<file path="src/rtl/rv64_pkg.sv">
// Shared definitions for the RV64 fetch front end.
//   - pc_sel redirect encodings coming from the branch judge
//   - fetch FSM state enum
//   - default reset PC and instruction width
package rv64_pkg;

  localparam int unsigned InstWidth      = 32;
  localparam logic [63:0] DefaultResetPc = 64'h0;

  // pc_sel = {b_jal, jalr}; jalr has priority when both are set.
  localparam logic [1:0] PcSelSeq     = 2'b00;
  localparam logic [1:0] PcSelJalr    = 2'b01;
  localparam logic [1:0] PcSelBranch  = 2'b10;
  localparam logic [1:0] PcSelJalrAlt = 2'b11;

  typedef enum logic [1:0] {
    StReq,
    StWait,
    StHold
  } fetch_state_e;

  function automatic logic is_jalr(input logic [1:0] sel);
    return (sel == PcSelJalr) || (sel == PcSelJalrAlt);
  endfunction

endpackage

</file>
<file path="src/rtl/branch_target.sv">
// Combinational redirect target computation.
// Ports:
//   pc_sel  - {b_jal, jalr} redirect select
//   ex_pc   - PC of the resolving instruction
//   imme    - sign-extended immediate
//   rs1     - rs1 operand (jalr base)
//   target  - jalr: (rs1 + imme) & ~1, branch/jal: ex_pc + imme (modulo 2^DATA_WIDTH)
module branch_target
  import rv64_pkg::*;
#(
  parameter int unsigned DATA_WIDTH = 64
) (
  input  logic [1:0]            pc_sel,
  input  logic [DATA_WIDTH-1:0] ex_pc,
  input  logic [DATA_WIDTH-1:0] imme,
  input  logic [DATA_WIDTH-1:0] rs1,
  output logic [DATA_WIDTH-1:0] target
);

  logic [DATA_WIDTH-1:0] br_sum;
  logic [DATA_WIDTH-1:0] jalr_sum;

  assign br_sum   = ex_pc + imme;
  assign jalr_sum = rs1 + imme;

  always_comb begin
    target = br_sum;
    case (pc_sel)
      PcSelJalr, PcSelJalrAlt: target = {jalr_sum[DATA_WIDTH-1:1], 1'b0};
      PcSelBranch:             target = br_sum;
      default:                 target = br_sum;  // no redirect, value unused
    endcase
  end

endmodule

</file>
<file path="src/rtl/pc_fetch_unit.sv">
// Instruction fetch unit: keeps the PC, issues one imem request at a time,
// buffers the returned instruction for decode and handles redirects.
// Optional feature macro: PC_MISALIGN_EXC_EN
//   defined   - misaligned redirect targets raise misalign_exc and halt fetch
//   undefined - target bit 1 is forced to 0 (word-aligned fetch)
// Ports:
//   clk, rst                 - clock, synchronous active-high reset
//   pc_sel, ex_valid, ex_pc, - redirect request from execute
//   imme, rs1
//   if_req, if_addr, if_gnt  - imem request handshake
//   if_rvalid, if_rdata      - imem response
//   inst_valid, inst,        - instruction offered to decode
//   inst_pc, id_ready
//   misalign_exc             - (macro only) misaligned redirect target
//   flush                    - one-cycle pulse on redirect
module pc_fetch_unit
  import rv64_pkg::*;
#(
  parameter int unsigned           DATA_WIDTH = 64,
  parameter logic [DATA_WIDTH-1:0] RESET_PC   = DATA_WIDTH'(DefaultResetPc)
) (
  input  logic                  clk,
  input  logic                  rst,
  input  logic [1:0]            pc_sel,
  input  logic                  ex_valid,
  input  logic [DATA_WIDTH-1:0] ex_pc,
  input  logic [DATA_WIDTH-1:0] imme,
  input  logic [DATA_WIDTH-1:0] rs1,
  output logic                  if_req,
  output logic [DATA_WIDTH-1:0] if_addr,
  input  logic                  if_gnt,
  input  logic                  if_rvalid,
  input  logic [InstWidth-1:0]  if_rdata,
  output logic                  inst_valid,
  output logic [InstWidth-1:0]  inst,
  output logic [DATA_WIDTH-1:0] inst_pc,
  input  logic                  id_ready,
`ifdef PC_MISALIGN_EXC_EN
  output logic                  misalign_exc,
`endif
  output logic                  flush
);

  localparam logic [DATA_WIDTH-1:0] PcStep = DATA_WIDTH'(4);

  fetch_state_e          state_q, state_d;
  logic [DATA_WIDTH-1:0] pc_q, pc_d;
  logic                  drop_q, drop_d;
  logic [InstWidth-1:0]  inst_q, inst_d;
  logic [DATA_WIDTH-1:0] inst_pc_q, inst_pc_d;
  // Delayed reset: keeps if_req low for the first cycle after reset so a
  // stale response from an abandoned request can't be mistaken for ours.
  logic                  in_reset_q;

  logic                  redirect;
  logic [DATA_WIDTH-1:0] raw_target;
  logic [DATA_WIDTH-1:0] redirect_pc;
  logic                  fetch_halted;

  assign redirect = ex_valid & (pc_sel != PcSelSeq);

  branch_target #(
    .DATA_WIDTH(DATA_WIDTH)
  ) u_branch_target (
    .pc_sel(pc_sel),
    .ex_pc (ex_pc),
    .imme  (imme),
    .rs1   (rs1),
    .target(raw_target)
  );

`ifdef PC_MISALIGN_EXC_EN
  logic misaligned;
  logic halt_q;

  assign misaligned   = redirect & (raw_target[1:0] != 2'b00);
  // A faulting redirect leaves the PC untouched.
  assign redirect_pc  = misaligned ? pc_q : raw_target;
  assign fetch_halted = halt_q;
  assign misalign_exc = misaligned & ~rst;

  always_ff @(posedge clk) begin
    if (rst) begin
      halt_q <= 1'b0;
    end else if (misaligned) begin
      halt_q <= 1'b1;
    end
  end
`else
  assign redirect_pc  = {raw_target[DATA_WIDTH-1:2], 1'b0, raw_target[0]};
  assign fetch_halted = 1'b0;
`endif

  always_comb begin
    state_d   = state_q;
    pc_d      = pc_q;
    drop_d    = drop_q;
    inst_d    = inst_q;
    inst_pc_d = inst_pc_q;

    unique case (state_q)
      StReq: begin
        // A grant in the redirect cycle was for the old address: wrong path.
        if (if_req && if_gnt) begin
          state_d = StWait;
          drop_d  = redirect;
        end
        if (redirect) begin
          pc_d = redirect_pc;
        end
      end
      StWait: begin
        if (if_rvalid) begin
          if (redirect || drop_q) begin
            state_d = StReq;
            drop_d  = 1'b0;
          end else begin
            inst_d    = if_rdata;
            inst_pc_d = pc_q;
            pc_d      = pc_q + PcStep;
            state_d   = StHold;
          end
        end else if (redirect) begin
          drop_d = 1'b1;
        end
        if (redirect) begin
          pc_d = redirect_pc;
        end
      end
      StHold: begin
        if (redirect) begin
          state_d = StReq;
          pc_d    = redirect_pc;
        end else if (id_ready) begin
          state_d = StReq;
        end
      end
      default: begin
        state_d = StReq;
      end
    endcase
  end

  always_ff @(posedge clk) begin
    if (rst) begin
      state_q   <= StReq;
      pc_q      <= RESET_PC;
      drop_q    <= 1'b0;
      inst_q    <= '0;
      inst_pc_q <= '0;
    end else begin
      state_q   <= state_d;
      pc_q      <= pc_d;
      drop_q    <= drop_d;
      inst_q    <= inst_d;
      inst_pc_q <= inst_pc_d;
    end
  end

  always_ff @(posedge clk) begin
    in_reset_q <= rst;
  end

  assign if_req     = (state_q == StReq) & ~rst & ~in_reset_q & ~fetch_halted;
  assign if_addr    = pc_q;
  // Masked during a redirect so a held instruction is never accepted.
  assign inst_valid = (state_q == StHold) & ~rst & ~redirect;
  assign inst       = inst_q;
  assign inst_pc    = inst_pc_q;
  assign flush      = redirect & ~rst;

endmodule

</file>
<file path="config.mk">
export PLATFORM = sky130hd
export DESIGN_NAME = pc_fetch_unit
export DESIGN_NICKNAME = d
export VERILOG_FILES = /design/src/rtl/rv64_pkg.sv /design/src/rtl/branch_target.sv /design/src/rtl/pc_fetch_unit.sv
export SDC_FILE = /design/constraint.sdc
export NUM_CORES = 1
export LEC_CHECK = 0
export BUFFER_PORTS_ARGS = -buffer_cell sky130_fd_sc_hd__buf_4
export CORE_ASPECT_RATIO = 1.2
export CORE_UTILIZATION = 50
export DETAILED_ROUTE_END_ITERATION = 6
export PLACE_DENSITY = 0.76
export RECOVER_POWER = 50
export SLEW_MARGIN = 10
export SYNTH_ARGS = -nofsm -noshare
export SYNTH_HDL_FRONTEND = slang
export SYNTH_SLANG_ARGS = --single-unit
</file>
<file path="constraint.sdc">
create_clock -name clk -period 4.1 [get_ports clk]
set_input_delay 0.41 -clock clk [delete_from_list [all_inputs] [get_ports clk]]
set_output_delay 0.41 -clock clk [all_outputs]
set_load 0.01 [all_outputs]
</file>
; Word level (Yosys, flattened, before mapping)
; Index checks and enable logic that the tools add are counted.
[word_totals]
regBits = 164
in_bits = 232
output_inout_bits = 163
elab_cells = 59
[op_classes]
addsub = 3
eq_ne = 11
mux = 17
bitwise = 10
reduce_logical = 12
[op_table]
columns = operator, count
row1 = two-way mux 64 bit, 5
row2 = adder 64 bit, 2
row3 = case mux 64 bit (2 select lines), 1
row4 = adder 64 x 3 -> 64 bit (second input constant), 1
row5 = inequality test 3 bit (second input constant), 4
row6 = two-way mux 2 bit, 5
row7 = AND reduction 4 bit, 2
row8 = AND 1 bit, 6
row9 = case mux 2 bit (3 select lines), 1
row10 = AND reduction 3 bit, 2
row11 = nonzero test 2 bit, 3
row12 = equality test 2 x 1 -> 1 bit (second input constant), 2
row13 = equality test 2 bit (second input constant), 2
row14 = two-way mux 1 bit, 4
row15 = inequality test 2 bit (second input constant), 2
row16 = NOT 1 bit, 4
row17 = OR reduction 2 bit, 2
row18 = logical NOT 2 bit, 1
row19 = inequality test 2 x 1 -> 1 bit (second input constant), 1
row20 = case mux 1 bit (2 select lines), 1
row21 = logical AND 1 bit, 1
row22 = logical OR 1 bit, 1

; Longest topological paths before layout
[logic_depth]
ltp_word = 7
ltp_mapped = 13
mapped_depth_nobuf = 12

; By module
; A second synthesis with hierarchy kept.
[unflattened]
cells_unflattened = 2311
hier_area_um2 = 16253.1
[by_module_without_submodules]
columns = module, instances, cells_per_inst, area_per_inst_um2, seq_area_each_um2
row1 = branch_target, 1, 1284, 8418.1, 0.0
row2 = pc_fetch_unit, 1, 1027, 7835.0, 3243.1

; Worst setup path before layout
; Ideal clock, no wire load.
[synth_timing]
path_type = input to register
start = in imme[29]
end = reg pc_q[49] (netlist: if_addr[49])
setup_ps = 103
t_arrival_ps = 3228
t_required_ps = 3997
path_slack_ps = 768
cell_stages = 10
path_buffers = 1
path_cell_list = ha_1 > buf_4 > nand4_4 > or4_4 > or4_1 > o2111a_2 > a2111oi_4 > a21boi_2 > xor2_1 > a2111oi_2
[synth_between]
elab_chain_cells = 4
word_cells_on_any_way = 6
cone_classes = add/sub (2) / mux (4)
[synth_rtl]
columns = item, line
row1 = start: declaration, pc_fetch_unit.sv:27  ; input logic [DATA_WIDTH-1:0] imme,
row2 = adder 64 bit (on tied branches), "branch_target.sv:23, branch_target.sv:24"
row3 = two-way mux 64 bit *, branch_target.sv:28  ; case (pc_sel)
row4 = two-way mux 64 bit (on tied branches), "pc_fetch_unit.sv:108, pc_fetch_unit.sv:131, pc_fetch_unit.sv:126"
row5 = case mux 64 bit (2 select lines) *, pc_fetch_unit.sv:101  ; unique case (state_q)
row6 = end signal: assignment, pc_fetch_unit.sv:153  ; pc_q <= pc_d;
row7 = end: declaration, pc_fetch_unit.sv:47  ; logic [DATA_WIDTH-1:0] pc_q, pc_d;
; Mark *: on every way between the ends. The rest lies on a longest branch, timed or not. The select of a mux whose other input is x is not followed.
; A chain may end at the register's enable or synchronous reset.

; Final worst setup path
[layout_timing]
start = in rst
end = out flush
[layout_between]
elab_chain_cells = 2
[layout_rtl]
columns = item, line
row1 = start: declaration, pc_fetch_unit.sv:23  ; input logic rst,
row2 = NOT 1 bit, pc_fetch_unit.sv:170  ; assign flush = redirect & ~rst;
row3 = AND 1 bit, pc_fetch_unit.sv:170
row4 = end: declaration, pc_fetch_unit.sv:41  ; output logic flush
; No other way between the ends.

==> impl_results.md <==
* Status: finished, violations left
* Violated checks: max-capacitance violations, max-slew violations
* YS warnings at 0
* Tcrit/Tclk final at 88.4%
* CTS resizes at 0
* First-pass GRT wire length at 93400 µm
* Worst Path Buf+Inv at 3
* Worst Path Required at 3.69 ns
* Post-CTS Repair Setup Buffers at 0
* Bufs on Longest Clock Path at 2
* Grt met2 use at 61.1%
* Asr flop ratio synth at 0%
* Unrepaired setup endpoints after global routing: false
* Worst setup SP type: input port
* Critical path peak fanout at 61
* Total gr overflow at 0
* Sequential Power Share at 32.4%
* Slowest CP cell: clkbuf_1
* EDFF count, synth at 0
* Setup ws final at 0.477 ns
* Mapped Area at 15100 µm²
* Sequential share of the synthesized area at 21.5%
* Fin. Hold Viols at 0
* Starting DRT DRC Count at 2017
* Fin crit period at 3.62 ns
* Multi-input gate area in the final layout at 11200 µm²
* Largest net degree at the start of global routing at 89
* Most frequent cells in the layout: nand2_1, a21oi_1, buf_4
* Routed vias/inst at 6.24
* Syn avg cell area at 6.88 µm²
* Net Sw Frac at 39.0%
* Pint at 3.38 mW
* Worst hold slack at 0.223 ns
* Critical-path cell list: clkbuf_2, clkbuf_1, nor2_1, buf_4
* Yosys top cell by area: dfxtp_1
* #FFs+latches synth at 162
* Crit. End Element: output port
* Share of layout cells above drive strength 1 at 13.9%
* Fillcell total at 2910
* Worst EP arrival at 3.21 ns
* Detail Route Antenna Nets at 0
* Synth area leaders: dfxtp_1, a21oi_1, ha_1, nand2_1, o21ai_0
* Antenna fix cells at 0
* HP Class: input port to register
* Clk pin slew, worst setup/hold paths at 0.07 ns
* H-Tree Depth at 4
* Leak Pwr at 7.41 nW
* CP max stage delay at 1.88 ns
* Initial antenna violation count at 0
* CTS Sinks at 162
* Root buffer cell: clkbuf_16
* Vias in the first global route at 16572
* Final Power at 5.55 mW
* Die ar. at 30900 µm²
* TNS Setup at 0 ns
* Port bufs at 392
* Post-synth top flop: dfxtp_1
* Psw at 2.17 mW
* DP Worst Slack at 0.233 ns
* Starting density of the core at 50.9%
* Die X at 161 µm
* Clock skew at 0.00935 ns
* Hold buffers post-CTS at 0
* Clock Power Share at 27.9%
* TritonCTS clock tree: yes
* WL per Instance at 21.1 µm
* Placed Area at 18400 µm²
* Nets@finish at 2879
* Tot GR Track Use at 38.5%
* Max Cap Violations at 2
* Gate power share at 39.7%
* Num CTS Buffers at 17
* DRC viols at 0
* Routed WL at 61600 µm
* Post-synth cell types at 78
* Max IR drop VDD at 0.000231 V
* Initial DRT Pass Iterations at 5
* Chip Height at 192 µm
* GPL Wtd Cong at 1.04
* GRT met3 Usage at 7.00%
* Slew headroom at -131%
* Delay-heaviest family, CP: buffers and inverters
* Synth top area share at 21.5%
* Post-DP HPWL at 49400 µm
* Count of final setup violators at 0
* Area grow syn2layout at 21.5%
* Worst-Skew Late Latency at 0.44 ns
* Cell Rows at 69
* Core area at 29600 µm²
* Design Area, Final at 18300 µm²
* Register area at 3240 µm²
* Slew Viols, Final at 138
* Most Crowded Layer GR: met2
* Worst-margin pin slew at 3.46 ns
* Kind of critical path: input port to output port
* Vias after detailed routing at 18254
* PwrDens at 303 nW/µm²
* I/O pin cnt at 395
* Fmax at 276 MHz
* Commonest non-fill, non-tap cell in the layout: nand2_1
* Syn Inst Count at 2192
* Met1 Usage GRT at 51.8%
[cells in the mapped netlist (16+ instances only)]
cell and count:
nand2_1 369, a21oi_1 345, nor2_1 174, dfxtp_1 162
o21ai_0 158, ha_1 126, clkbuf_1 100, xnor2_1 63
a21o_1 60, nand3_1 59, inv_1 44, nand4_1 44
xor2_1 42, nor3_1 39, and3_1 30, o21bai_1 30
a211oi_1 27, a31oi_1 27, o21a_1 21, o211ai_1 16
[logic make-up (layout without fill, tap and decap cells)]
family                     Yosys count  after routing  share of synthesized area [%]
and+or+nand+nor                    805            805                           24.0
adders and majority gates          126            126                           10.5
muxes                                8              8                          0.548
DFF                                162            162                           21.5
AOI/OAI and AO/OA                  809            809                           32.7
xor gates and xnor gates           105            105                           6.10
other                                1              2                         0.0249
buffers and inverters              176            517                           4.67
[power groups by stage]
stage | sequential [mW] | clock, mW | combinational (mW)
after floorplan | 1.80 | 0 | 1.31
after global placement | 1.83 | 0 | 2.18
after detailed placement | 1.83 | 0 | 2.19
after CTS | 1.79 | 1.55 | 2.20
after global routing | 1.80 | 1.62 | 2.37
final | 1.80 | 1.55 | 2.20
[metrics by stage]
step | instances | util, %
floorplan | 2193 | -
global placement | 2892 | 62.0
detailed placement | 2892 | 62.0
CTS | 2924 | 63.9
global route | 2924 | 61.9
finish | 2924 | 61.9
[worst paths after layout]
check / cells past startpoint / to / start / slack, ns
setup / recovery: 4 / flush / rst / 0.48
hold / removal: 3 / inst[9]$_SDFFE_PP0P_ / if_rdata[9] / 0.22
setup reg to reg: 10 / if_addr[57]$_SDFFE_PP0P_ / if_addr[21]$_SDFFE_PP0P_ / 0.69
hold reg to reg: 2 / inst[21]$_SDFFE_PP0P_ / inst[21]$_SDFFE_PP0P_ / 0.45
[layout make-up]
cell class	count	area share, %
Timing Repair Buffer	441	14.8
Clock buffer	19	2.42
Multi-Input combinational cell	1855	60.9
Tap cell	390	2.66
Inverter	44	0.901
Clock inverter	13	0.683
Sequential cell	162	17.7
[routing by layer]
metal | up-vias | wire length [µm]
met4 | 0 | 2090
met3 | 127 | 6250
met2 | 1067 | 27300
li1 | 8625 | -
met1 | 8435 | 26000
met5 | - | 0
[registers in the layout, summed over array words and instances, names as in the netlist]
signal and count:
inst 32, drop_q 1, in_reset_q 1, inst_pc 63
if_addr 63, state_q 2
[tightest hold or removal path, stage by stage]
cell	delay [ns]
buf_4	0.11
nand2_1	0.05
a21oi_1	0.05
(Power assumes the default switching activity.)
